`src/rtl/matmul_apb_slave.sv`:
```
// APB register slave for a matmul core: CONTROL, operand rows, FLAGS, scratchpad.
// Ports: APB slave (psel/penable/...), core side busy/flags/start/ctrl/operands, scratchpad read.
module matmul_apb_slave #(
  parameter int BUS_WIDTH  = 32,
  parameter int DATA_WIDTH = 8,
  parameter int MAX_DIM    = BUS_WIDTH / DATA_WIDTH,
  parameter int ADDR_WIDTH = 16,
  localparam int IDX_W     = $clog2(MAX_DIM * MAX_DIM)
) (
  input  logic                         clk_i,
  input  logic                         rst_ni,
  input  logic                         psel_i,
  input  logic                         penable_i,
  input  logic                         pwrite_i,
  input  logic [MAX_DIM-1:0]           pstrb_i,
  input  logic [BUS_WIDTH-1:0]         pwdata_i,
  input  logic [ADDR_WIDTH-1:0]        paddr_i,
  output logic                         pready_o,
  output logic                         pslverr_o,
  output logic [BUS_WIDTH-1:0]         prdata_o,
  input  logic                         busy_i,
  input  logic [BUS_WIDTH-1:0]         flags_i,
  output logic                         start_o,
  output logic [BUS_WIDTH-1:0]         ctrl_o,
  output logic [MAX_DIM*BUS_WIDTH-1:0] operand_a_o,
  output logic [MAX_DIM*BUS_WIDTH-1:0] operand_b_o,
  output logic                         sp_re_o,
  output logic [IDX_W-1:0]             sp_addr_o,
  input  logic [BUS_WIDTH-1:0]         sp_rdata_i
);

  localparam int ROW_W = (MAX_DIM > 1) ? $clog2(MAX_DIM) : 1;
  localparam logic [IDX_W-1:0] MAXD = IDX_W'(MAX_DIM);

  typedef enum logic [1:0] {IDLE, SP_RD, RESP} state_t;

  state_t state, state_nx;

  logic [4:0]           reg_q;
  logic [IDX_W-1:0]     idx_q;
  logic                 write_q;
  logic [BUS_WIDTH-1:0] flags_q;
  logic [BUS_WIDTH-1:0] sp_q;
  logic [BUS_WIDTH-1:0] opa [MAX_DIM];
  logic [BUS_WIDTH-1:0] opb [MAX_DIM];

  logic                 setup;
  logic                 is_ctrl, is_a, is_b, is_flg, is_sp;
  logic                 err;
  logic                 commit;
  logic [ROW_W-1:0]     row;
  logic [BUS_WIDTH-1:0] rd_data;

  logic unused;
  assign unused = ^paddr_i[ADDR_WIDTH-1:5+IDX_W];

  assign setup = (state == IDLE) && psel_i && !penable_i;

  assign is_ctrl = reg_q == 5'h00;
  assign is_a    = reg_q == 5'h04;
  assign is_b    = reg_q == 5'h08;
  assign is_flg  = reg_q == 5'h0C;
  assign is_sp   = reg_q == 5'h10;
  assign row     = idx_q[ROW_W-1:0];

  // Misaligned addresses fall out as unmapped regions.
  assign err = !(is_ctrl | is_a | is_b | is_flg | is_sp)
             | (write_q & (is_flg | is_sp))
             | (write_q & busy_i & (is_ctrl | is_a | is_b))
             | (write_q & (is_a | is_b) & (idx_q >= MAXD));

  // Live bus qualifiers at the completion edge; a dropped psel aborts.
  assign commit = (state == RESP) && psel_i && penable_i
                  && write_q && !err;

  always_comb begin
    rd_data = '0;
    unique case (1'b1)
      is_ctrl: rd_data = ctrl_o;
      is_a:    rd_data = opa[row];
      is_b:    rd_data = opb[row];
      is_flg:  rd_data = flags_q;
      is_sp:   rd_data = sp_q;
      default: rd_data = '0;
    endcase
  end

  always_ff @(posedge clk_i or negedge rst_ni) begin
    if (!rst_ni) state <= IDLE;
    else         state <= state_nx;
  end

  always_comb begin
    state_nx = state;
    unique case (state)
      IDLE: begin
        if (setup) begin
          if (!pwrite_i && paddr_i[4:0] == 5'h10) state_nx = SP_RD;
          else                                    state_nx = RESP;
        end
      end
      SP_RD:   state_nx = psel_i ? RESP : IDLE;
      RESP:    state_nx = IDLE;
      default: state_nx = IDLE;
    endcase
  end

  always_comb begin
    pready_o  = 1'b0;
    pslverr_o = 1'b0;
    prdata_o  = '0;
    sp_re_o   = 1'b0;
    sp_addr_o = '0;
    unique case (state)
      SP_RD: begin
        sp_re_o   = 1'b1;
        sp_addr_o = idx_q;
      end
      RESP: begin
        pready_o  = 1'b1;
        pslverr_o = err;
        if (!err && !write_q) prdata_o = rd_data;
      end
      default: ;
    endcase
  end

  always_ff @(posedge clk_i or negedge rst_ni) begin
    if (!rst_ni) begin
      reg_q   <= '0;
      idx_q   <= '0;
      write_q <= 1'b0;
      flags_q <= '0;
      sp_q    <= '0;
    end else begin
      if (setup) begin
        reg_q   <= paddr_i[4:0];
        idx_q   <= paddr_i[5+:IDX_W];
        write_q <= pwrite_i;
        flags_q <= flags_i;
      end
      if (state == SP_RD) sp_q <= sp_rdata_i;
    end
  end

  always_ff @(posedge clk_i or negedge rst_ni) begin
    if (!rst_ni) begin
      start_o <= 1'b0;
      ctrl_o  <= '0;
      for (int r = 0; r < MAX_DIM; r++) begin
        opa[r] <= '0;
        opb[r] <= '0;
      end
    end else begin
      start_o <= commit && is_ctrl && pwdata_i[0];
      if (commit && is_ctrl) ctrl_o <= {pwdata_i[BUS_WIDTH-1:1], 1'b0};
      for (int k = 0; k < MAX_DIM; k++) begin
        if (commit && pstrb_i[k]) begin
          if (is_a) opa[row][k*DATA_WIDTH+:DATA_WIDTH]
              <= pwdata_i[k*DATA_WIDTH+:DATA_WIDTH];
          if (is_b) opb[row][k*DATA_WIDTH+:DATA_WIDTH]
              <= pwdata_i[k*DATA_WIDTH+:DATA_WIDTH];
        end
      end
    end
  end

  for (genvar r = 0; r < MAX_DIM; r++) begin : g_rows
    assign operand_a_o[r*BUS_WIDTH+:BUS_WIDTH] = opa[r];
    assign operand_b_o[r*BUS_WIDTH+:BUS_WIDTH] = opb[r];
  end

endmodule

```
`config.mk`:
```
export PLATFORM = sky130hd
export DESIGN_NAME = matmul_apb_slave
export DESIGN_NICKNAME = d
export VERILOG_FILES = /design/src/rtl/matmul_apb_slave.sv
export SDC_FILE = /design/constraint.sdc
export NUM_CORES = 1
export LEC_CHECK = 0
export CORE_MARGIN = 2
export CORE_UTILIZATION = 44
export CTS_CLUSTER_DIAMETER = 60
export CTS_CLUSTER_SIZE = 10
export DETAILED_ROUTE_END_ITERATION = 8
export GPL_TIMING_DRIVEN = 0
export PLACE_DENSITY = 0.76
export REMOVE_ABC_BUFFERS = 1
export SLEW_MARGIN = 20
export SYNTH_ARGS = -nofsm -noshare
export SYNTH_HDL_FRONTEND = slang
export SYNTH_SLANG_ARGS = --single-unit
```
`constraint.sdc`:
```
create_clock -name clk_i -period 2.6 [get_ports clk_i]
set_input_delay 0.78 -clock clk_i [delete_from_list [all_inputs] [get_ports clk_i]]
set_output_delay 0.78 -clock clk_i [all_outputs]
set_load 0.01 [all_outputs]
```
==> results of run 1 <==
## final timing paths
kind	end	slack, ns
max	prdata_o[20]	-0.60
max reg2reg	operand_a_o[110]	-0.01
min reg2reg	operand_a_o[102]	0.51
max in group asynchronous	idx_q[0]	1.23
min	ctrl_o[30]	0.14
min in group clk_i	operand_a_o[102]	0.51
## layout make-up
type	instances	area (um^2)	area share, %
Antenna cell	7	17.5	0.0710
Clock buffer	52	1170	4.75
Tap cell	511	639	2.59
Timing Repair Buffer	567	6060	24.5
Inverter	2	7.51	0.0304
Multi-Input combinational cell	641	7650	31.0
Clock inverter	3	22.5	0.0912
Sequential cell	364	9120	36.9
## cell usage after synthesis (2+ instances only)
cell type	instances	area share (%)
clkbuf_1	44	1.0
nand3_1	4	0.12
dfrtp_1	364	55
buf_1	3	0.068
nand2b_1	4	0.15
nand3b_1	3	0.14
nand2_1	8	0.18
nor3_1	2	0.060
nor2_1	6	0.14
a22oi_1	62	2.8
a22o_1	31	1.6
nand3_2	20	1.2
a21boi_0	2	0.091
nor4_2	2	0.15
mux2_2	319	22
nor4_4	8	1.0
buf_4	4	0.18
and4_1	8	0.42
nor4_1	2	0.075
buf_2	17	0.51
inv_1	2	0.045
and2_1	7	0.26
a21oi_1	33	1.0
nor2b_1	3	0.11
mux4_2	64	8.7
mux2_1	42	2.9
## cells by family after synthesis
| logic type | count (synthesis) | share of synthesized area [%] |
|---|---|---|
| multiplexers | 425 | 33.2 |
| flip-flops | 364 | 54.9 |
| AO/OA/AOI/OAI | 133 | 5.77 |
| AND/OR/NAND/NOR | 81 | 4.24 |
| buffers and inverters | 70 | 1.80 |
| other | 1 | 0.0226 |
## report_power, final
part / total [uW] / internal (uW) / switching [uW] / leakage (uW)
clock: 5410 / 3130 / 2270 / 0.000588
sequential: 6020 / 5860 / 159 / 0.00497
combinational: 2360 / 1180 / 1180 / 0.00543
total: 13800 / 10200 / 3620 / 0.0110
## sequential cells by signal (all words and copies together) (netlist names)
register     cells
write_q          1
sp_q            32
ctrl_o          31
state            2
idx_q            4
reg_q            5
operand_a_o    128
start_o          1
flags_q         32
operand_b_o    128
## layout by cell type, fill, tap and decap left out, drive strengths merged, types with 2 or more instances in the layout
master | netlist | routed
a21boi | 2 | 2
a21oi | 33 | 33
a22o | 31 | 31
a22oi | 62 | 62
and2 | 7 | 8
and4 | 8 | 8
buf | 24 | 158
bufbuf | 0 | 2
clkbuf | 44 | 56
clkdlybuf4s50 | 0 | 401
dfrtp | 364 | 364
diode | 0 | 7
dlygate4sd2 | 0 | 2
inv | 2 | 4
mux2 | 361 | 361
mux4 | 64 | 64
nand2 | 8 | 8
nand2b | 4 | 4
nand3 | 24 | 24
nand3b | 3 | 3
nor2 | 7 | 7
nor2b | 3 | 3
nor3 | 2 | 2
nor4 | 12 | 12
## timing repair
action | CTS | global route
endpoints found under the setup margin | 284 | 151
cloned | 9 | 3
gates resized for setup | 245 | 63
pin swaps | 46 | 30
buffers inserted | 53 | 30
## through the flow
step	total power [uW]	utilization, %	hold WS (ns)	setup TNS (ns)	area, um^2
3_3_place_gp	7610	57.1	0.482	-7080.57	21300
4_1_cts	13800	64.7	0.128	-16.89	24200
2_1_floorplan	6820	-	0.461	-541.17	16300
5_1_grt	14200	66.0	0.167	-19.89	24700
6_report	13800	66.0	0.140	-16.91	24700
3_5_place_dp	7760	58.9	0.496	-200.61	22000
## per-layer routing
metal / track usage [%] / vias to the layer above / wire length [um]
met3: 8.06 / 138 / 4360
met1: 37.9 / 6473 / 24100
met5: 0 / - / 26
li1: - / 5210 / -
met4: 13.4 / 4 / 2400
met2: 49.1 / 497 / 29300
==> run metrics, run 1 <==
nets=about 1,700; leakage=about 0.011 uW; Critical Path End Type=primary output; FILL cells=2,733; Clock transition at path regs=about 0.05 ns; Max VDD drop=about 510 uV; vias in the first global route=13,100; largest net degree at the start of global routing=96; gpl congestion=about 0.77; clk_skew=0.0193 ns; Iter 0 DRT Violations=527; mapped cell area=16,600 um^2; max-cap violations=0; Post-Route WL=between 60,000 and 70,000 um; syn_area_per_cell=15.4 um^2; Post-CTS Hold Buffers=0; crit-path max FO=5; Final min period=3.20 ns; Critical-path top delay cell=or3_4; Synth Instances=1,074; wire length of the first global-routing pass=approximately 86,000 um; initial antenna violation count=9; Crit path arrival time=2.42 ns; Pre-antenna DRT Iters=7; Reg2Reg Launch Point=reg_q[0]; Chip Height=198 um; crit-path leading delay family=simple AND/OR/NAND/NOR gates; final max-slew violation count=0; CP peak stage delay=between 0.4 and 0.5 ns; actual slew at the worst max-slew pin=~0.70 ns; clk_lat worst skew=about 0.56 ns; Num CTS Buffers=44; worst path buffer plus inverter count=4; FFs w/ async S/R, synth=100%; I/O Pins=450; failing checks=negative setup slack; grt ovf=0; layout cells sized above 1=between 40% and 50%; core area=between 30,000 and 40,000 um^2; overall die width=198 um; Routed Antenna Nets=0; area grow syn2layout=48.9%; RSZ-0062 raised after global routing=yes; fmax=312 MHz; Synth cell types=36; clock sinks=roughly 360; sequential share of the synthesized area=54.9%; root buffer cell=clkbuf_16; via count=12,300; sequence of cells on the critical path=or3_4, nor2_4, buf_6, buf_16, buf_6, a22oi_2, a21oi_1, buf_2; pwr/cell area=between 500 and 600 nW/um^2; CP required=between 1.5 and 2 ns; WP depth=8; DRC viols=0; number of flops mapped to enable cells by yosys=0; Crit path top cell by count=buf_6; FF-to-FF path depth=7; crit path from=reg_q[0]; dpl cells=1,993; Final setup viols=39; Port Buffers=441; TritonCTS clock tree=built; CTS H-tree lvls=2; CP Launch Type=register; Worst Slack Setup Final=-0.605 ns; vias per std cell=about 5.7; num rows=71; pre-CTS WS=-1.13 ns; synthesized flop and latch total=364; dpl hpwl=38,200 um; filler-free cell count of the finished design=2,147; Most used DFF post-synth=dfrtp_1; initial core utilization=44.3%; run status=finished with violations; HP Class=primary input to async pin; Die ar.=39,200 um^2; final hold violations=0; relative slew slack=53.4%; YS warnings=0; Final period util=123%; Overall Global Routing Usage=30.1%; WS Path Type=register to primary output; wire per inst=28.0 um; clock buffer depth=3
(Power assumes the default switching activity.)
==> run 2, diff against run 1 <==
- MAX_ROUTING_LAYER: default -> met4
==> run metrics, run 2 (synthesis results as in run 1) <==
run status=finished with violations; failing checks=negative setup slack; I/O Pins=450 (unchanged); DRC viols=0 (unchanged); vias in the first global route=13,100 (+0.22%); TritonCTS clock tree=built; FF-to-FF path depth=7 (unchanged); fmax=311 MHz (-0.36%); Critical-path top delay cell=or3_4; filler-free cell count of the finished design=2,150 (+0.14%); Routed Antenna Nets=0 (unchanged); RSZ-0062 raised after global routing=yes; largest net degree at the start of global routing=96 (unchanged); Max VDD drop=512 uV (-0.41%); Crit path top cell by count=buf_6; layout cells sized above 1=44.3% (-0.061 points); Die ar.=39,200 um^2 (unchanged); area grow syn2layout=49.1%; clk_lat worst skew=0.57 ns (about the same); Final period util=124% (+0.44 points); Worst Slack Setup Final=-0.616 ns (-0.0115 ns); Final min period=3.22 ns (+0.0115 ns); dpl hpwl=38,200 um (unchanged); WS Path Type=register to primary output; Cell Area, Placed=22,000 um^2 (unchanged); sequence of cells on the critical path=or3_4, nor2_4, buf_6, buf_16, buf_6, a22oi_2, a21oi_1, buf_2; max-cap violations=0 (unchanged); Port Buffers=441 (unchanged); Post-Route WL=60,200 um (about the same); commonest non-fill, non-tap cell in the layout=clkdlybuf4s50_1; clock sinks=364 (unchanged); final core utilization=66.1% (+0.070 points); wire length of the first global-routing pass=85,500 um (-0.23%); vias per std cell=5.77 (+0.56%); Crit path arrival time=2.44 ns (+0.02 ns); Clock transition at path regs=0.05 ns (about the same); CP peak stage delay=0.47 ns (about the same); wire per inst=28.0 um (about the same); final max-slew violation count=0 (unchanged); CP Launch Type=register; pwr/cell area=558 nW/um^2 (about the same); grt ovf=0 (unchanged); leakage=0.0110 uW (about the same); final hold violations=0 (unchanged); overall die width=198 um (unchanged); Tot Pwr=13,800 uW (about the same); clock buffer depth=3 (unchanged); CP required=1.82 ns (about the same); crit-path leading delay family=simple AND/OR/NAND/NOR gates; Final Cell Area=24,700 um^2 (+0.11%); core area=37,400 um^2 (unchanged); WP depth=8 (unchanged); clk_skew=0.0216 ns (+0.00232 ns); root buffer cell=clkbuf_16; initial antenna violation count=10 (+1); HP Class=primary input to async pin; CTS H-tree lvls=2 (unchanged); num rows=71 (unchanged); most frequent cells in the layout=clkdlybuf4s50_1 (401), dfrtp_1 (358), mux2_2 (312); Overall Global Routing Usage=31.1% (+0.90 points); nets=1,742 (unchanged); via count=12,400 (+0.70%); Iter 0 DRT Violations=482 (-8.5%); dpl cells=1,993 (unchanged); actual slew at the worst max-slew pin=0.750 ns (+0.0547 ns); Final setup viols=43 (+10%); Num CTS Buffers=44 (unchanged); worst path buffer plus inverter count=4 (unchanged); Chip Height=198 um (unchanged); Pre-antenna DRT Iters=6 (-1); relative slew slack=49.8% (-3.7 points); crit path from=reg_q[0]; pre-CTS WS=-1.13 ns (unchanged); crit-path max FO=5 (unchanged); initial core utilization=44.3% (unchanged); gpl congestion=0.778 (+1.3%); Critical Path End Type=primary output; Reg2Reg Launch Point=reg_q[0]
[run 2: changes by cell type in the layout (fill, tap and decap cells not counted)]
cell     delta
nand3_2     -3
a21oi_1     +1
nand3_4     +3
a21oi_2     -1
diode_2     +3
[run 2: cell type report]
class | instances | area, um^2
flip-flops and latches | 364 | 9120
inverters | 2 | 7.51
clock inverters | 3 | 22.5
clock buffers | 52 | 1170
repair buffers | 567 | 6060
fillers | 2728 | 12700
multi-input cells | 641 | 7670
diodes | 10 | 25.0
well taps | 511 | 639
[run 2: per-stage QoR]
step / hold WS [ns] / setup TNS, ns
global route: 0.170 / -20.27
floorplan: 0.461 / -541.17
detailed placement: 0.496 / -200.61
CTS: 0.128 / -16.89
finish: 0.138 / -17.03
global placement: 0.482 / -7080.57
[run 2: path summary, 6_finish.rpt]
kind | endpoint | slack, ns
max | prdata_o[20] | -0.62
min | ctrl_o[30] | 0.14
max reg2reg | operand_a_o[109] | -0.02
min reg2reg | flags_q[6] | 0.51
max in group asynchronous | idx_q[1] | 1.24
min in group clk_i | flags_q[6] | 0.51
[run 2: power breakdown]
| part | leakage [uW] | switching (uW) | total, uW | internal (uW) |
|---|---|---|---|---|
| clock | 0.000588 | 2290 | 5420 | 3130 |
| sequential | 0.00497 | 160 | 6020 | 5860 |
| combinational | 0.00543 | 1180 | 2360 | 1180 |
| total | 0.0110 | 3630 | 13800 | 10200 |
[run 2: per-layer routing]
metal	global-route usage (%)	vias to the layer above	part of all wire [%]
li1	-	5216	-
met1	37.8	6531	40
met2	49.3	516	49
met3	7.85	145	7.2
met4	13.3	0	3.9
met5	-	-	0
[run 2: what timing repair did]
item,CTS,global route
setup buffers,53,30
gates cloned,9,3
resized for setup,245,65
pin swaps,46,33
endpoints found under the setup margin,284,151
hold buffers,0,0
==> run 3, diff against run 2 <==
- CORE_UTILIZATION: 44 -> 53
- PLACE_DENSITY: 0.76 -> 0.86
- clock period: 2.6 -> 4 ns (I/O delays scaled with it)
==> run metrics, run 3 (synthesis results as in run 1) <==
run status=completed; largest net degree at the start of global routing=101 (+5.2%); leakage=0.0107 uW (-2.7%); vias per std cell=6.21 (+7.5%); Final setup viols=0 (-100%); TritonCTS clock tree=built; clock buffer depth=3 (unchanged); CP required=2.80 ns (+0.98 ns); I/O Pins=450 (unchanged); Crit path top cell by count=buf_16; Overall Global Routing Usage=34.4% (+3.3 points); FF/Latch Area=9120 um^2 (about the same); Max VDD drop=359 uV (-30%); sequence of cells on the critical path=nor2_4, buf_16, buf_16, and3_4, buf_4, a22oi_1, a21oi_1, clkdlybuf4s50_1; final max-slew violation count=0 (unchanged); area of the multi-input gates=7250 um^2 (-5.4%); CP peak stage delay=0.57 ns (+0.10 ns); Routed Antenna Nets=0 (unchanged); internal power=6330 uW (-38%); pwr/cell area=363 nW/um^2 (-35%); Die ar.=32,700 um^2 (-17%); fmax=253 MHz; actual slew at the worst max-slew pin=1.09 ns (+0.343 ns); nets=1,664 (-4.5%); most frequent cells in the layout=clkdlybuf4s50_1 (416), dfrtp_1 (360), mux2_2 (319); gpl congestion=0.844 (+8.5%); max-cap violations=0 (unchanged); Pre-antenna DRT Iters=5 (-1); pre-CTS WS=-0.277 ns (+0.852 ns); Post-Route WL=54,700 um (-9.2%); DRC viols=0 (unchanged); relative slew slack=27.0% (-23 points); crit-path max FO=14 (+9); part of the power in registers=46.2% (+2.6 points); Port Buffers=441 (unchanged); Chip Height=181 um (-8.7%); num rows=64 (-9.9%); final core utilization=76.1% (+10 points); minimum hold slack=0.508 ns (+0.369 ns); Critical Path End Type=primary output; clk_lat worst skew=0.53 ns (-0.04 ns); area grow syn2layout=40.7%; wire length of the first global-routing pass=82,300 um (-3.7%); root buffer cell=clkbuf_16; commonest non-fill, non-tap cell in the layout=clkdlybuf4s50_1; FILL cells=1,854 (-32%); layout cells sized above 1=34.6% (-9.7 points); Iter 0 DRT Violations=752 (+56%); dpl cells=1,877 (-5.8%); combinational share of power=13.5% (-3.6 points); WS Path Type=register to primary output; initial antenna violation count=9 (-1); initial core utilization=54.1% (+9.7 points); Worst Slack Setup Final=0.0481 ns (+0.664 ns); sw frac=25.2% (-1.1 points); via count=12,100 (-2.3%); NetSw=2130 uW (-41%); Clock transition at path regs=0.06 ns (about the same); grt ovf=0 (unchanged); HP Class=register to register; vias in the first global route=13,100 (-0.27%); dpl hpwl=37,400 um (-1.9%); CP Launch Type=register; clock group share of total power=40.3% (+1.0 points); Final period util=between 90% and 100%; Final min period=3.95 ns; CTS H-tree lvls=2 (unchanged); crit-path leading delay family=buffers and inverters; worst path buffer plus inverter count=4 (unchanged); clock sinks=364 (unchanged); Critical-path top delay cell=clkdlybuf4s50_1; final hold violations=0 (unchanged); Crit path arrival time=2.75 ns (+0.31 ns); clk_skew=0.0175 ns (-0.00407 ns); Num CTS Buffers=43 (-2.3%); overall die width=181 um (-8.7%); filler-free cell count of the finished design=1,953 (-9.2%); core area=30,700 um^2 (-18%); wire per inst=28.0 um (about the same)
-- run 3: cell types whose count changed in the layout (fill, tap and decap cells not counted), sizes merged, moves of 2 or more --
| cell | change |
|---|---|
| clkbuf | -8 |
| inv | -2 |
| clkdlybuf4s50 | +15 |
| dlymetal6s2s | +19 |
| dlygate4sd2 | +3 |
| bufbuf | -2 |
| buf | -107 |
-- run 3: layer usage --
metal	wire length, um	track usage [%]	share of wire (%)	vias up
met1	20800	41.3	38	6305
li1	-	-	-	5059
met5	0	-	0	-
met4	2500	14.1	4.6	0
met3	4440	8.71	8.1	158
met2	27000	55.7	49	600
-- run 3: layout make-up --
cell class	instances	area share [%]
antenna	9	0.0965
clock buffer	48	4.92
clock inverter	3	0.0912
inverter	2	0.0322
multi-input combinational	640	31.1
sequential	364	39.1
tap	396	2.12
timing repair buffer	491	22.6
-- run 3: power by group through the flow --
| stage | registers [uW] | clock network (uW) | logic, uW |
|---|---|---|---|
| after floorplan | 4020 | 0 | 412 |
| after global placement | 4090 | 0 | 824 |
| after detailed placement | 4000 | 0 | 1030 |
| after CTS | 3920 | 3460 | 1120 |
| after global routing | 3920 | 3610 | 1210 |
| final | 3910 | 3410 | 1140 |
-- run 3: per-stage QoR --
step | area, um^2 | total power (uW) | TNS [ns]
6_report | 23300 | 8460 | 0
5_1_grt | 23300 | 8740 | -0.00382
4_1_cts | 23200 | 8500 | 0
3_5_place_dp | 21900 | 5030 | -2.53
3_3_place_gp | 21200 | 4920 | -5952.65
2_1_floorplan | 16300 | 4430 | -86.00
-- run 3: worst register-to-register path: stages (launching register included) --
cell and delay (ns):
dfrtp_1 0.48, or3_4 0.48, buf_4 0.22, nor4_4 0.57
buf_6 0.23, buf_6 0.14, and4_1 0.52, mux2_2 0.40
-- run 3: timing repair --
action / 4_1_cts / 5_1_grt
setup endpoints to repair: 32 / 26
pin swaps: 4 / 1
hold buffers: 0 / 0
resized for setup: 15 / 21
cloned: 0 / 0
buffers inserted: 14 / 2
-- run 3: path summary, 6_finish.rpt --
kind | slack [ns] | cells after the start | from | endpoint
setup reg to reg | 0.85 | 7 | reg_q[4] | operand_b_o[120]
min in group asynchronous | 0.58 | 1 | rst_ni | flags_q[19]
setup / recovery | 0.05 | 8 | reg_q[2] | prdata_o[12]
max in group asynchronous | 2.22 | 3 | rst_ni | idx_q[1]
hold / removal | 0.51 | 1 | flags_q[15] | flags_q[15]
hold reg to reg | 0.51 | 1 | flags_q[15] | flags_q[15]
